$ cat config.mk
export PLATFORM = sky130hd
export DESIGN_NAME = socket_transport_sequencer_flat
export DESIGN_NICKNAME = d
export VERILOG_FILES = /design/src/rtl/socket_transport_sequencer_if.sv /design/src/rtl/socket_transport_sequencer.sv /design/src/flat_wrapper.sv
export SDC_FILE = /design/constraint.sdc
export NUM_CORES = 1
export LEC_CHECK = 0
export CAP_MARGIN = 5
export CORE_ASPECT_RATIO = 0.9
export CORE_MARGIN = 10
export CORE_UTILIZATION = 39
export DETAILED_ROUTE_END_ITERATION = 10
export PLACE_DENSITY = 0.81
export RECOVER_POWER = 100
export SLEW_MARGIN = 20
export SYNTH_ARGS = -nofsm -noshare
export SYNTH_HDL_FRONTEND = slang
export SYNTH_SLANG_ARGS = --single-unit
$ cat constraint.sdc
create_clock -name clock -period 2.8 [get_ports clock]
set_input_delay 0.28 -clock clock [delete_from_list [all_inputs] [get_ports clock]]
set_output_delay 0.28 -clock clock [all_outputs]
set_load 0.1 [all_outputs]
$ cat src/rtl/socket_transport_sequencer_if.sv
// Move-instruction, register-file and destination-socket signals of the transport sequencer.
// The slave modport is the sequencer side; master is the fetch/unit/register-file side.
interface socket_transport_sequencer_if #(
  parameter int WIDTH   = 8,
  parameter int NUM_SRC = 13,
  parameter int NUM_DST = 14
);
  logic                     instr_valid;
  logic                     instr_ready;
  logic [2*WIDTH-1:0]       instruction;
  logic [NUM_SRC*WIDTH-1:0] src_data;
  logic [WIDTH-2:0]         rf_read_addr;
  logic [WIDTH-1:0]         rf_read_data;
  logic                     rf_write;
  logic [WIDTH-2:0]         rf_write_addr;
  logic [WIDTH-1:0]         rf_write_data;
  logic [NUM_DST-1:0]       dst_valid;
  logic [NUM_DST-1:0]       dst_ready;
  logic [WIDTH-1:0]         dst_data;
  logic                     illegal;
  logic                     illegal_clear;
  logic                     busy;

  modport slave (
    input  instr_valid, instruction, src_data, rf_read_data, dst_ready, illegal_clear,
    output instr_ready, rf_read_addr, rf_write, rf_write_addr, rf_write_data,
           dst_valid, dst_data, illegal, busy
  );

  modport master (
    output instr_valid, instruction, src_data, rf_read_data, dst_ready, illegal_clear,
    input  instr_ready, rf_read_addr, rf_write, rf_write_addr, rf_write_data,
           dst_valid, dst_data, illegal, busy
  );
endinterface

$ cat src/rtl/socket_transport_sequencer.sv
// Sequential socket decoder: decodes one move, fetches the source from a unit or the
// register file, range-checks it and delivers it to a unit input or the register file.
//
// state   | meaning
// --------+--------------------------------------------------------------
// IDLE    | waiting for a move; instr_ready unless illegal is set
// READ    | register source: rf_read_addr driven, data captured at edge
// DELIVER | rf_write strobe, out-of-range flag, or dst_valid until ready
module socket_transport_sequencer #(
  parameter int WIDTH   = 8,
  parameter int NUM_SRC = 13,
  parameter int NUM_DST = 14,
  parameter logic [NUM_DST*WIDTH-1:0] DST_MAX = '1
) (
  input  logic clock,
  input  logic reset,
  socket_transport_sequencer_if.slave bus
);
  typedef enum logic [1:0] {IDLE, READ, DELIVER} state_e;

  state_e             state_q, state_d;
  logic               illegal_q, illegal_d, illegal_set;
  logic               over_q, over_d;
  logic [WIDTH-1:0]   alpha_q, alpha_d;
  logic [WIDTH-2:0]   rd_addr_q, rd_addr_d;
  logic [WIDTH-2:0]   wr_addr_q, wr_addr_d;
  logic [WIDTH-1:0]   wr_data_q, wr_data_d;
  logic [WIDTH-1:0]   dst_data_q, dst_data_d;

  logic [WIDTH-1:0]   alpha, omega, src_sel;
  logic [WIDTH-1:0]   ent_dst, ent_data, ent_max;
  logic               dst_ok, src_ok, instr_ready, accept, enter, rf_write;
  logic [NUM_DST-1:0] dst_hot, dst_valid;

  assign alpha       = bus.instruction[WIDTH-1:0];
  assign omega       = bus.instruction[2*WIDTH-1:WIDTH];
  assign instr_ready = (state_q == IDLE) & ~illegal_q;
  assign accept      = bus.instr_valid & instr_ready;
  assign dst_ok      = alpha[WIDTH-1] | ((alpha != '0) && (alpha <= WIDTH'(NUM_DST)));
  assign src_ok      = omega[WIDTH-1] | ((omega != '0) && (omega <= WIDTH'(NUM_SRC)));

  always_comb begin
    src_sel = '0;
    for (int s = 1; s <= NUM_SRC; s++)
      if (omega == WIDTH'(s)) src_sel = bus.src_data[(s-1)*WIDTH +: WIDTH];
  end

  // Entry into DELIVER comes either straight from IDLE (unit source) or from READ.
  assign ent_dst  = (state_q == IDLE) ? alpha   : alpha_q;
  assign ent_data = (state_q == IDLE) ? src_sel : bus.rf_read_data;

  always_comb begin
    ent_max = '1;
    for (int d = 1; d <= NUM_DST; d++)
      if (ent_dst == WIDTH'(d)) ent_max = DST_MAX[(d-1)*WIDTH +: WIDTH];
  end

  always_comb begin
    dst_hot = '0;
    for (int d = 1; d <= NUM_DST; d++)
      dst_hot[d-1] = (alpha_q == WIDTH'(d));
  end

  always_comb begin
    state_d     = state_q;
    alpha_d     = alpha_q;
    over_d      = over_q;
    rd_addr_d   = rd_addr_q;
    wr_addr_d   = wr_addr_q;
    wr_data_d   = wr_data_q;
    dst_data_d  = dst_data_q;
    illegal_set = 1'b0;
    enter       = 1'b0;
    rf_write    = 1'b0;
    dst_valid   = '0;

    case (state_q)
      IDLE: begin
        if (accept) begin
          if (alpha == '0) begin
            illegal_set = (omega != WIDTH'(1));
          end else if (!dst_ok || !src_ok) begin
            illegal_set = 1'b1;
          end else if (omega[WIDTH-1]) begin
            rd_addr_d = omega[WIDTH-2:0];
            alpha_d   = alpha;
            state_d   = READ;
          end else begin
            enter = 1'b1;
          end
        end
      end
      READ: enter = 1'b1;
      DELIVER: begin
        if (alpha_q[WIDTH-1]) begin
          rf_write = 1'b1;
          state_d  = IDLE;
        end else if (over_q) begin
          illegal_set = 1'b1;
          state_d     = IDLE;
        end else begin
          dst_valid = dst_hot;
          if (|(dst_hot & bus.dst_ready)) state_d = IDLE;
        end
      end
      default: state_d = IDLE;
    endcase

    if (enter) begin
      state_d = DELIVER;
      alpha_d = ent_dst;
      if (ent_dst[WIDTH-1]) begin
        over_d    = 1'b0;
        wr_addr_d = ent_dst[WIDTH-2:0];
        wr_data_d = ent_data;
      end else begin
        over_d = (ent_data > ent_max);
        if (ent_data <= ent_max) dst_data_d = ent_data;
      end
    end
  end

  // A set event in the same cycle as illegal_clear keeps the flag set.
  assign illegal_d = illegal_set ? 1'b1 : (bus.illegal_clear ? 1'b0 : illegal_q);

  always_ff @(posedge clock) begin
    if (reset) begin
      state_q    <= IDLE;
      illegal_q  <= 1'b0;
      over_q     <= 1'b0;
      alpha_q    <= '0;
      rd_addr_q  <= '0;
      wr_addr_q  <= '0;
      wr_data_q  <= '0;
      dst_data_q <= '0;
    end else begin
      state_q    <= state_d;
      illegal_q  <= illegal_d;
      over_q     <= over_d;
      alpha_q    <= alpha_d;
      rd_addr_q  <= rd_addr_d;
      wr_addr_q  <= wr_addr_d;
      wr_data_q  <= wr_data_d;
      dst_data_q <= dst_data_d;
    end
  end

  assign bus.instr_ready   = instr_ready;
  assign bus.rf_read_addr  = rd_addr_q;
  assign bus.rf_write      = rf_write;
  assign bus.rf_write_addr = wr_addr_q;
  assign bus.rf_write_data = wr_data_q;
  assign bus.dst_valid     = dst_valid;
  assign bus.dst_data      = dst_data_q;
  assign bus.illegal       = illegal_q;
  assign bus.busy          = (state_q != IDLE);
endmodule

$ cat src/flat_wrapper.sv
// flat-port wrapper written by rule: the top's interface ports become plain ports
module socket_transport_sequencer_flat 
#(
  parameter int WIDTH   = 8,
  parameter int NUM_SRC = 13,
  parameter int NUM_DST = 14,
  parameter logic [NUM_DST*WIDTH-1:0] DST_MAX = '1
)
  (clock, reset, bus_instr_valid, bus_instruction, bus_src_data, bus_rf_read_data, bus_dst_ready, bus_illegal_clear, bus_instr_ready, bus_rf_read_addr, bus_rf_write, bus_rf_write_addr, bus_rf_write_data, bus_dst_valid, bus_dst_data, bus_illegal, bus_busy);
  socket_transport_sequencer_if #(.WIDTH(WIDTH), .NUM_SRC(NUM_SRC), .NUM_DST(NUM_DST)) bus_i ();
  input  logic clock;
  input  logic reset;
  input wire logic [$bits(bus_i.instr_valid)-1:0] bus_instr_valid;
  input wire logic [$bits(bus_i.instruction)-1:0] bus_instruction;
  input wire logic [$bits(bus_i.src_data)-1:0] bus_src_data;
  input wire logic [$bits(bus_i.rf_read_data)-1:0] bus_rf_read_data;
  input wire logic [$bits(bus_i.dst_ready)-1:0] bus_dst_ready;
  input wire logic [$bits(bus_i.illegal_clear)-1:0] bus_illegal_clear;
  output wire logic [$bits(bus_i.instr_ready)-1:0] bus_instr_ready;
  output wire logic [$bits(bus_i.rf_read_addr)-1:0] bus_rf_read_addr;
  output wire logic [$bits(bus_i.rf_write)-1:0] bus_rf_write;
  output wire logic [$bits(bus_i.rf_write_addr)-1:0] bus_rf_write_addr;
  output wire logic [$bits(bus_i.rf_write_data)-1:0] bus_rf_write_data;
  output wire logic [$bits(bus_i.dst_valid)-1:0] bus_dst_valid;
  output wire logic [$bits(bus_i.dst_data)-1:0] bus_dst_data;
  output wire logic [$bits(bus_i.illegal)-1:0] bus_illegal;
  output wire logic [$bits(bus_i.busy)-1:0] bus_busy;
  assign bus_i.instr_valid = bus_instr_valid;
  assign bus_i.instruction = bus_instruction;
  assign bus_i.src_data = bus_src_data;
  assign bus_i.rf_read_data = bus_rf_read_data;
  assign bus_i.dst_ready = bus_dst_ready;
  assign bus_i.illegal_clear = bus_illegal_clear;
  assign bus_instr_ready = bus_i.instr_ready;
  assign bus_rf_read_addr = bus_i.rf_read_addr;
  assign bus_rf_write = bus_i.rf_write;
  assign bus_rf_write_addr = bus_i.rf_write_addr;
  assign bus_rf_write_data = bus_i.rf_write_data;
  assign bus_dst_valid = bus_i.dst_valid;
  assign bus_dst_data = bus_i.dst_data;
  assign bus_illegal = bus_i.illegal;
  assign bus_busy = bus_i.busy;
  socket_transport_sequencer #(.WIDTH(WIDTH), .NUM_SRC(NUM_SRC), .NUM_DST(NUM_DST), .DST_MAX(DST_MAX)) u_core (.clock(clock), .reset(reset), .bus(bus_i));
endmodule
======== Word level (Yosys, flattened, before mapping) ========
Index checks and enable logic that the tools add are counted.
word-level totals
  RAM bits ................................ 0
  input port bits ......................... 146
  latch bits .............................. 0
  register bits after elaboration ......... 42
  ROM bits ................................ 0
  word-level logic and storage cells ...... 137
  memories ................................ 0
cells by class
  $mul .................................... 0
  equal/unequal tests ..................... 43
  div/mod/pow operators ................... 0
  magnitude comparators ................... 4
  muxes and demuxes ....................... 49
  bitwise gates (word level) .............. 10
  reduce and logical (&&, ||, !) cells .... 22
  shift-type cells ........................ 0
  add/sub/neg operators ................... 0
operator list
  kind                                                                      count
  8-bit two-way mux                                                         21
  8-bit by 4-bit == test with 1-bit output (second input constant)          13
  8-bit by 3-bit == test with 1-bit output (second input constant)          8
  14-bit two-way mux                                                        3
  8-bit by 2-bit == test with 1-bit output (second input constant)          4
  8-bit by 1-bit == test with 1-bit output (second input constant)          2
  8-bit by 4-bit <= comparator with 1-bit output (second input constant)    2
  2-bit two-way mux                                                         8
  8-bit nonzero test                                                        2
  14-bit AND                                                                1
  1-bit two-way mux                                                         14
  14-bit OR reduction                                                       1
  6-bit AND reduction                                                       2
  5-bit AND reduction                                                       2
  2-bit nonzero test                                                        5
  3-bit by 2-bit inequality test with 1-bit output (second input constant)  3
  8-bit greater-than comparator (second input constant)                     1
  8-bit <= comparator (second input constant)                               1
  8-bit logical NOT                                                         1
  2-bit by 1-bit inequality test with 1-bit output (second input constant)  4
  8-bit by 1-bit inequality test with 1-bit output (second input constant)  1
  2-bit inequality test (second input constant)                             3
  2-bit one-hot mux with 3 select lines                                     1
  5-bit by 1-bit inequality test with 1-bit output (second input constant)  1
  15 further kinds                                                          24

======== Longest topological paths before layout ========
Gate-level depths: netlist of the first run.
  word-level depth ........................ 17
  mapped depth ............................ 10
  mapped depth without buffers ............ 7

======== Worst setup path before layout of the first run ========
No wires, ideal clock.
  kind .................................... flip-flop to output port
  start point ............................. reg u_core.state_q[1]
  end point ............................... out bus_instr_ready
  path buffers ............................ 3
  stages on the path, launching flop included .. 7
  slack ................................... -0.528 ns
  required time ........................... 2.520 ns
  arrival time ............................ 3.048 ns
  cell sequence ........................... dfxtp_1 -> buf_6 -> nor2_1 -> inv_1 -> clkbuf_1 -> buf_1 -> nor2_1
between the ends
  cells in the longest elaborated chain, start to end .. 2
ends and longest elaborated chain
  element                 RTL line                           source
  from (decl)             socket_transport_sequencer.sv:21   state_e state_q, state_d;
  from (signal assigned)  socket_transport_sequencer.sv:137  state_q <= state_d;
  2-bit logical NOT       socket_transport_sequencer.sv:37   assign instr_ready = (state_q == IDLE) & ~illegal_q;
  1-bit AND               socket_transport_sequencer.sv:37
  to (decl)               flat_wrapper.sv:19                 output wire logic [$bits(bus_i.instr_ready)-1:0] bus_instr_ready;
Every way passes these cells.

======== Worst setup path in the final report of the first run ========
  start point ............................. in bus_instruction[12]
  end point ............................... reg u_core.wr_data_q[4] (netlist: u_core.bus.rf_write_data[4])
between the ends
  cells in the longest elaborated chain, start to end .. 15
  elaborated cells on any way between the ends .. 38
  those cells by class .................... order compare: 1; eq/ne: 13; mux: 18; bitwise: 1; reduce/logical: 5
ends and longest elaborated chain
  element                                   RTL line                           source
  from (decl)                               flat_wrapper.sv:14                 input wire logic [$bits(bus_i.instruction)-1:0] bus_instruction;
  8-bit by 1-bit == test with 1-bit output  socket_transport_sequencer.sv:45   if (omega == WIDTH'(s)) src_sel = bus.src_data[(s-1)*WIDTH +: WIDTH];
  8-bit two-way mux (13 in series)          socket_transport_sequencer.sv:45
  8-bit two-way mux                         socket_transport_sequencer.sv:50   assign ent_data = (state_q == IDLE) ? src_sel : bus.rf_read_data;
  to (signal assigned)                      socket_transport_sequencer.sv:143  wr_data_q <= wr_data_d;
  to (decl)                                 socket_transport_sequencer.sv:27   logic [WIDTH-1:0] wr_data_q, wr_data_d;
Several ways; a longest one is shown, not always the timed one.
A chain may end at the register's enable or synchronous reset.

==> run metrics, run 1 <==
total die area=~13000 sq um; via count=4195; Yosys Warn Count=0; Skew-Pair Late Insertion Delay=290 ps; setup violators final=0; first-pass GRT wire length=22900 um; Antenna Nets Post-Route=0; most frequent cells in the layout=clkdlybuf4s50_1 (140), nor2_1 (66), dfxtp_1 (41); Routability Congestion=0.901; top post-synthesis cells by area=dfxtp_1 (24%), mux2i_1 (8.4%), nor2_1 (7.3%); Cell Area, Synth=3450 sq um; Critical Path Sink Type=flip-flop; # hold bufs at CTS=0; worst path cell trace=clkdlybuf4s50_1 > or3_1 > nor3_2 > a22o_4 > a221oi_2 > a211o_1 > a311oi_1; Total GRT Usage=0.215; Power Total=1.81 mW; clk slew on worst S/H paths=80 ps; Crit path required time=3000 ps; sequential area share after synthesis=0.238; Post-route DRC=0; largest net degree at the start of global routing=49; Ant. Diodes=0; Top Ports=194; layout cells sized above 1=0.141; clock root buffer=clkbuf_8; Num CTS Buffers=5; aggregate global routing overflow=0; DIE HEIGHT=about 110 um; fin crit share=0.910; vias in the first global route=between 4000 and 5000; DRT Wirelength=14500 um; Site Rows=32; worst clock skew=3.02 ps; Initial DRC Count=316; min Tclk post-route=2550 ps; Longest Clk Path Bufs=2; Wirelength per Cell=between 15 and 20 um; nets@finish=between 700 and 800; Synth area leader=dfxtp_1; most common cell after layout, fill and taps aside=clkdlybuf4s50_1; DP Area=approximately 5600 sq um; Synth top area share=0.238; Mean Syn Cell Area=around 8 sq um; max_cap viols=0; CP max stage delay=610 ps; critical-path maximum fanout=9; ys flop type=dfxtp_1; Arr. time, crit path=2750 ps; r2r setup slk=490 ps; TNS Setup=0 ps; antenna violations before repair=0; CP max-delay cell=or3_1; final core utilization=0.628; max_slew headroom=0.193; Post-CTS Setup Bufs=0; Core Area=8610 sq um; Post-synth EDFFs=0; FF+latch count, synth=41; RSZ-0062 raised after global routing=false; crit path launch type=primary input; Cell variety after synth=68; PwrDens=336 nW/um^2; cells after synthesis=between 400 and 500; Tightest Pin Transition=1220 ps; Design Area, Final=~5400 sq um; Mapped Nets=579; VDD IR max=180 uV; cts repair resizes=0; Clock Sinks=41; WS Path Type=primary input to flip-flop; share of flip-flops with an asynchronous set or reset=0; Pre-antenna DRT Iters=5; status=complete, no violations; port buffer count=around 190; Initial Util=0.401; Hold Vio Cnt, Final=0; # fillers=777; H-tree levels=2; final slew viol count=0; Max Freq=392 MHz; TritonCTS clock tree=done; Die W=119 um; post-detail-place hpwl=12200 um; area grow syn2layout=56.5%; Hold Path Class=primary input to flip-flop; Pleak=1.90 nW; vias per cell=5.65
-- logic make-up after synthesis --
family | count (synthesis) | synth area share
simple gates | 181 | 0.285
compound gates | 119 | 0.252
mux | 48 | 0.166
buf+inv | 44 | 0.0594
flops | 41 | 0.238
-- worst max-delay path, delay by kind of cell --
family,cells,cell delay [ps]
simple gates,2,1160
compound gates,4,850
buf+inv,1,450
-- through the flow --
step	setup WS [ps]	hold WS, ps	cells
after floorplan	151	427	433
after global placement	109	478	734
after detailed placement	88.7	481	734
after CTS	382	451	742
after global routing	116	462	742
final	252	459	742
-- per-layer routing --
| metal | vias up | GRT usage | part of all wire |
|---|---|---|---|
| li1 | 2010 | - | - |
| met1 | 1959 | 0.244 | 0.40 |
| met2 | 201 | 0.388 | 0.50 |
| met3 | 25 | 0.0667 | 0.082 |
| met4 | 0 | 0.0540 | 0.018 |
| met5 | - | 0 | 0 |
-- final timing paths --
kind	cells after the start	startpoint	to
worst max-delay path	7	bus_instruction[12]	u_core.bus.rf_write_data[4]
worst min-delay path	4	reset	u_core.bus.dst_data[6]
worst min register to register	2	u_core.bus.rf_write_data[3]	u_core.bus.rf_write_data[3]
worst max register to register	6	u_core.state_q[1]	u_core.bus.dst_data[2]
-- power by group --
part           total [mW]  leakage [nW]  switching [mW]  internal [mW]
sequential          0.618         0.332          0.0196          0.598
combinational       0.640          1.50           0.322          0.318
clock               0.556        0.0681           0.202          0.354
-- registers in the layout, indices dropped and copies added, names as in the netlist --
name and cells:
u_core.alpha_q 8, u_core.bus.dst_data 8, u_core.bus.rf_write_data 8, u_core.bus.rf_read_addr 7, u_core.bus.rf_write_addr 7, u_core.state_q 2, u_core.bus.illegal 1
-- synthesized netlist by cell type, types with 3 or more instances --
| cell | instances |
|---|---|
| o21ai_1 | 6 |
| buf_2 | 17 |
| nor2_1 | 67 |
| mux2i_1 | 29 |
| mux4_2 | 6 |
| a22oi_1 | 5 |
| nor4_1 | 6 |
| nor3_4 | 4 |
| a31oi_1 | 8 |
| nor3_1 | 12 |
| nand3b_1 | 10 |
| nand2_1 | 33 |
| buf_4 | 3 |
| or3_1 | 3 |
| a211oi_1 | 4 |
| nand2b_1 | 9 |
| o31ai_1 | 4 |
| dfxtp_1 | 41 |
| o211ai_1 | 4 |
| a311oi_1 | 9 |
| o22ai_1 | 6 |
| a21oi_1 | 24 |
| clkbuf_1 | 15 |
| nor3b_1 | 4 |
| nand4b_1 | 4 |
| a32oi_1 | 3 |
| nor2b_1 | 7 |
| mux2_2 | 13 |
| inv_1 | 6 |
| a221oi_1 | 3 |
| o21ai_0 | 8 |
| and2_1 | 4 |
| or4_1 | 3 |
| a22o_1 | 9 |
-- area by class of cell --
| cell class | instances | area [sq um] | area share |
|---|---|---|---|
| Sequential cell | 41 | 821 | 0.152 |
| Multi-Input combinational cell | 348 | 2420 | 0.447 |
| Inverter | 6 | 22.5 | 0.00416 |
| Clock inverter | 3 | 65.1 | 0.0120 |
| Timing Repair Buffer | 220 | 1860 | 0.345 |
| Tap cell | 119 | 149 | 0.0275 |
| Clock buffer | 5 | 68.8 | 0.0127 |
Power figures use the tool's default switching activity.
==> run 2, diff against run 1 <==
- CORE_UTILIZATION: 39 -> 30
- GPL_TIMING_DRIVEN: unset -> 0
- PLACE_DENSITY: 0.81 -> 0.65
==> run 2 against run 1 <==
Effect of this change:
- critical path depth did not move
- highest routed layer unchanged
- register-to-register slack improved by 40 ps
- clock-buffer cell count rose by 2
- die area rose by 24%
- clock skew barely moved
- sequential cell count did not move
- core utilization fell by 12 points
- clock power rose by 1%
- hold slack got worse by 39 ps
==> run metrics, run 2 (synthesis results as in run 1) <==
# hold bufs at CTS=0; port buffer count=191; Crit. path cell count=7; post-detail-place hpwl=13300 um; Layout Cells excl Fill=787; Arr. time, crit path=2380 ps; TritonCTS clock tree=done; nets@finish=777; via count=4304; area grow syn2layout=66.3%; Hold Vio Cnt, Final=0; multi-input logic area=~2500 sq um; RSZ-0062 raised after global routing=false; Wirelength per Cell=20.3 um; max_slew headroom=0.285; WS Path Type=flip-flop to output pin; Max Freq=376 MHz; min setup slack post-route=143 ps; Skew-Pair Late Insertion Delay=280 ps; clock root buffer=clkbuf_16; # fillers=1078; Seq. cell area=a little over 800 sq um; critical-path maximum fanout=10; most common cell after layout, fill and taps aside=clkdlybuf4s50_1; DP Area=5570 sq um; Design Area, Final=5740 sq um; Initial DRC Count=271; pre-CTS setup slack=-533 ps; Site Rows=37; total die area=16200 sq um; r2r setup slk=530 ps; Top Ports=194; Clock Sinks=41; max_cap viols=0; DIE HEIGHT=122 um; Tightest Pin Transition=1070 ps; H-tree levels=2; Hold Path Class=primary input to flip-flop; CP Buf/Inv Count=5; clk slew on worst S/H paths=60 ps; dpl cells=780; most frequent cells in the layout=clkdlybuf4s50_1 (143), nor2_1 (66), dfxtp_1 (41); Crit path required time=roughly 2500 ps; worst clock skew=2.77 ps; first-pass GRT wire length=24400 um; Power Total=approximately 1.8 mW; reg2reg start=u_core.state_q[0]; Die W=133 um; Core Area=11300 sq um; aggregate global routing overflow=0; DRT Wirelength=around 16000 um; Pleak=2.06 nW; vias per cell=5.47; Reg2Reg Depth=7; Critical Path Sink Type=output pin; setup violators final=0; Critical Path Start=u_core.state_q[1]; Total GRT Usage=0.186; min Tclk post-route=2660 ps; Initial Util=0.305; worst path cell trace=buf_6 > nor2_1 > inv_1 > clkbuf_2 > buf_2 > nor2_4 > clkdlybuf4s18_2; CP max stage delay=~540 ps; PwrDens=319 nW/um^2; vias in the first global route=about 4400; crit path launch type=flip-flop; Longest Clk Path Bufs=2; antenna violations before repair=0; status=complete, no violations; worst r2r dst=u_core.bus.rf_read_addr[4]; VDD IR max=215 uV; fin crit share=0.949; worst setup path end=bus_instr_ready; Ant. Diodes=0; CP max-delay cell=clkdlybuf4s18_2; largest net degree at the start of global routing=12; Pre-antenna DRT Iters=5; layout cells sized above 1=0.130; Antenna Nets Post-Route=0; final slew viol count=0; Num CTS Buffers=5; final core utilization=0.506; Post-route DRC=0; Routability Congestion=0.910; CP top delay family=buffers and inverters
-- run 2: worst min path at each step --
stage / start / to / slack, ps / cells past startpoint
after detailed placement: u_core.bus.rf_write_data[7] / u_core.bus.rf_write_data[7] / 470 / 2
after global placement: u_core.bus.rf_write_data[7] / u_core.bus.rf_write_data[7] / 470 / 2
after global routing: bus_instruction[14] / u_core.bus.rf_read_addr[6] / 460 / 3
after floorplan: bus_instruction[0] / u_core.alpha_q[0] / 430 / 2
final: bus_instruction[14] / u_core.bus.rf_read_addr[6] / 420 / 3
after CTS: bus_instruction[14] / u_core.bus.rf_read_addr[6] / 420 / 3
-- run 2: layout make-up --
cell class | count | area share
flip-flops and latches | 41 | 0.143
inverters | 6 | 0.00392
repair buffers | 191 | 0.336
clock buffers | 7 | 0.0248
multi-input cells | 348 | 0.427
well taps | 156 | 0.0340
plain buffers | 38 | 0.0311
-- run 2: tightest hold or removal path: cells and delay by family --
family / cells / cell delay [ps]
AND/OR/NAND/NOR: 1 / 50
buffers and inverters: 1 / 170
multiplexers: 1 / 150
-- run 2: per-layer routing --
layer,GRT usage,vias up,part of all wire
li1,-,2029,-
met1,0.234,2039,0.42
met2,0.308,214,0.46
met3,0.0543,22,0.091
met4,0.0489,0,0.023
met5,0,-,0
-- run 2: metrics by stage --
stage | hold WS [ps] | setup TNS (ps)
after floorplan | 427 | 0
after global placement | 466 | -2810
after detailed placement | 474 | -3570
after CTS | 418 | 0
after global routing | 459 | 0
final | 420 | 0
-- run 2: what timing repair did --
| action | CTS | global route |
|---|---|---|
| resized for setup | 51 | 4 |
| setup buffers | 0 | 0 |
| setup endpoints to repair | 16 | 13 |
-- run 2: power breakdown --
part	internal (mW)	switching, mW
sequential	0.599	0.0111
combinational	0.319	0.338
clock	0.350	0.213
total	1.27	0.562
==> run 3, diff against run 2 <==
- CORE_UTILIZATION: 30 -> 39
- PLACE_DENSITY: 0.65 -> 0.81
==> run 3 against run 2 <==
Effect of this change:
- cell area fell by 2.3%
- clock-buffer cell count grew 1
- register-to-register slack got worse by 70 ps
- global-route usage grew 4.1 points
==> run metrics, run 3 (synthesis results as in run 1) <==
final slew viol count=0; Ant. Diodes=0; Pleak=roughly 2.0 nW; status=complete, no violations; Crit path required time=a little under 3000 ps; port buffer count=191; Skew-Pair Late Insertion Delay=290 ps; fin crit share=0.964; Final Hold Slack=402 ps; most common cell after layout, fill and taps aside=clkdlybuf4s50_1; DRT Wirelength=15700 um; total die area=13000 sq um; r2r setup slk=460 ps; aggregate global routing overflow=0; Post-route DRC=0; Site Rows=32; setup violators final=0; min-delay src=bus_instruction[14]; worst clock skew=3.14 ps; VDD IR max=215 uV; Total GRT Usage=0.227; first-pass GRT wire length=23900 um; critical-path maximum fanout=10; multi-input logic area=2440 sq um; DIE HEIGHT=109 um; min Tclk post-route=roughly 2700 ps; P_sw=0.545 mW; reg2reg start=u_core.state_q[1]; most frequent cells in the layout=clkdlybuf4s50_1 (141), nor2_1 (66), dfxtp_1 (41); layout cells sized above 1=0.122; RSZ-0062 raised after global routing=false; Critical Path Sink Type=flip-flop; post-detail-place hpwl=13000 um; TritonCTS clock tree=done; max_slew headroom=0.301; Top Ports=roughly 190; clk slew on worst S/H paths=70 ps; Tightest Pin Transition=~1000 ps; worst r2r dst=u_core.bus.rf_read_addr[3]; crit path launch type=primary input; hold endpoint=u_core.bus.rf_read_addr[6]; Wirelength per Cell=about 21 um; Post-CTS Setup Bufs=0; Hold Vio Cnt, Final=0; Pre-antenna DRT Iters=8; DP Area=5520 sq um; nets@finish=777; area grow syn2layout=62.4%; WS Path Type=primary input to flip-flop; Cell Int Power=1.09 mW; vias per cell=5.80; Comb power frac=0.402; # fillers=778; Die W=119 um; via count=4353; H-tree levels=2; Arr. time, crit path=2850 ps; max_cap viols=0; Longest Clk Path Bufs=2; Clock Sinks=41; Max Freq=371 MHz; Core Area=8610 sq um; PwrDens=292 nW/um^2; largest net degree at the start of global routing=12; vias in the first global route=4460; antenna violations before repair=0; TNS Setup=0 ps; Initial DRC Count=367; Seq pwr share=0.372; Routability Congestion=0.853; Hold Path Class=primary input to flip-flop; switch share=0.333; Antenna Nets Post-Route=0; Initial Util=0.401; Design Area, Final=5610 sq um; Seq. cell area=821 sq um; Reg2Reg Depth=8; part of the power in the clock network=0.226; hold path cells=3; Num CTS Buffers=5; clock root buffer=clkbuf_8
==> run 3: cell count changes in the layout (fill, tap and decap cells not counted), sizes merged <==
cell | before | now
buf | 21 | 18
clkbuf | 24 | 30
clkdlybuf4s18 | 2 | 0
clkdlybuf4s50 | 143 | 141
dlygate4sd3 | 32 | 34
==> run 3: final cells by class <==
cell class	instances	area share
multi-input combinational	348	0.434
timing repair buffer	191	0.343
sequential	41	0.146
buffer	38	0.0314
tap	119	0.0265
clock buffer	8	0.0143
inverter	6	0.00401
==> run 3: worst max path at each step <==
stage                     cells after the start                           to                start
after detailed placement                      5                     bus_busy    u_core.state_q[0]
after global placement                        5                     bus_busy    u_core.state_q[0]
after floorplan                               6              bus_instr_ready    u_core.state_q[1]
after CTS                                     4             bus_dst_valid[0]    u_core.alpha_q[7]
final                                         8       u_core.bus.dst_data[4]  bus_instruction[15]
after global routing                         10  u_core.bus.rf_write_data[5]   bus_instruction[9]
==> run 3: power by group through the flow <==
stage	logic, mW	clock network [mW]	registers (mW)
floorplan	0.281	0	0.684
global route	0.696	0.398	0.612
CTS	0.655	0.377	0.609
finish	0.658	0.370	0.609
global placement	0.645	0	0.622
detailed placement	0.654	0	0.623
==> run 3: per-layer routing <==
layer	global-route usage	routed length (um)
met1	0.269	6270
met2	0.404	7610
met3	0.0656	1580
met4	0.0436	276
met5	0	0
==> run 3: worst max-delay path, stage by stage <==
cell and delay [ps]:
dlygate4sd3_1 650, or3_1 340, buf_4 200, nor3b_2 580
o32ai_1 190, a221oi_2 320, a211o_1 190, a311oi_1 100
==> run 3: through the flow <==
step	total power, mW	worst slack, ps	util	std cells
2_1_floorplan	0.966	151	-	433
3_3_place_gp	1.27	-395	0.642	743
3_5_place_dp	1.28	-458	0.642	743
4_1_cts	1.64	41.0	0.652	751
5_1_grt	1.71	3.35	0.652	751
6_report	1.64	101	0.652	751
==> run 3: timing repair <==
item | CTS | global route
hold buffers | 0 | 0
hold endpoints to repair | 0 | 0
endpoints found under the setup margin | 16 | 14
gates resized for setup | 53 | 3
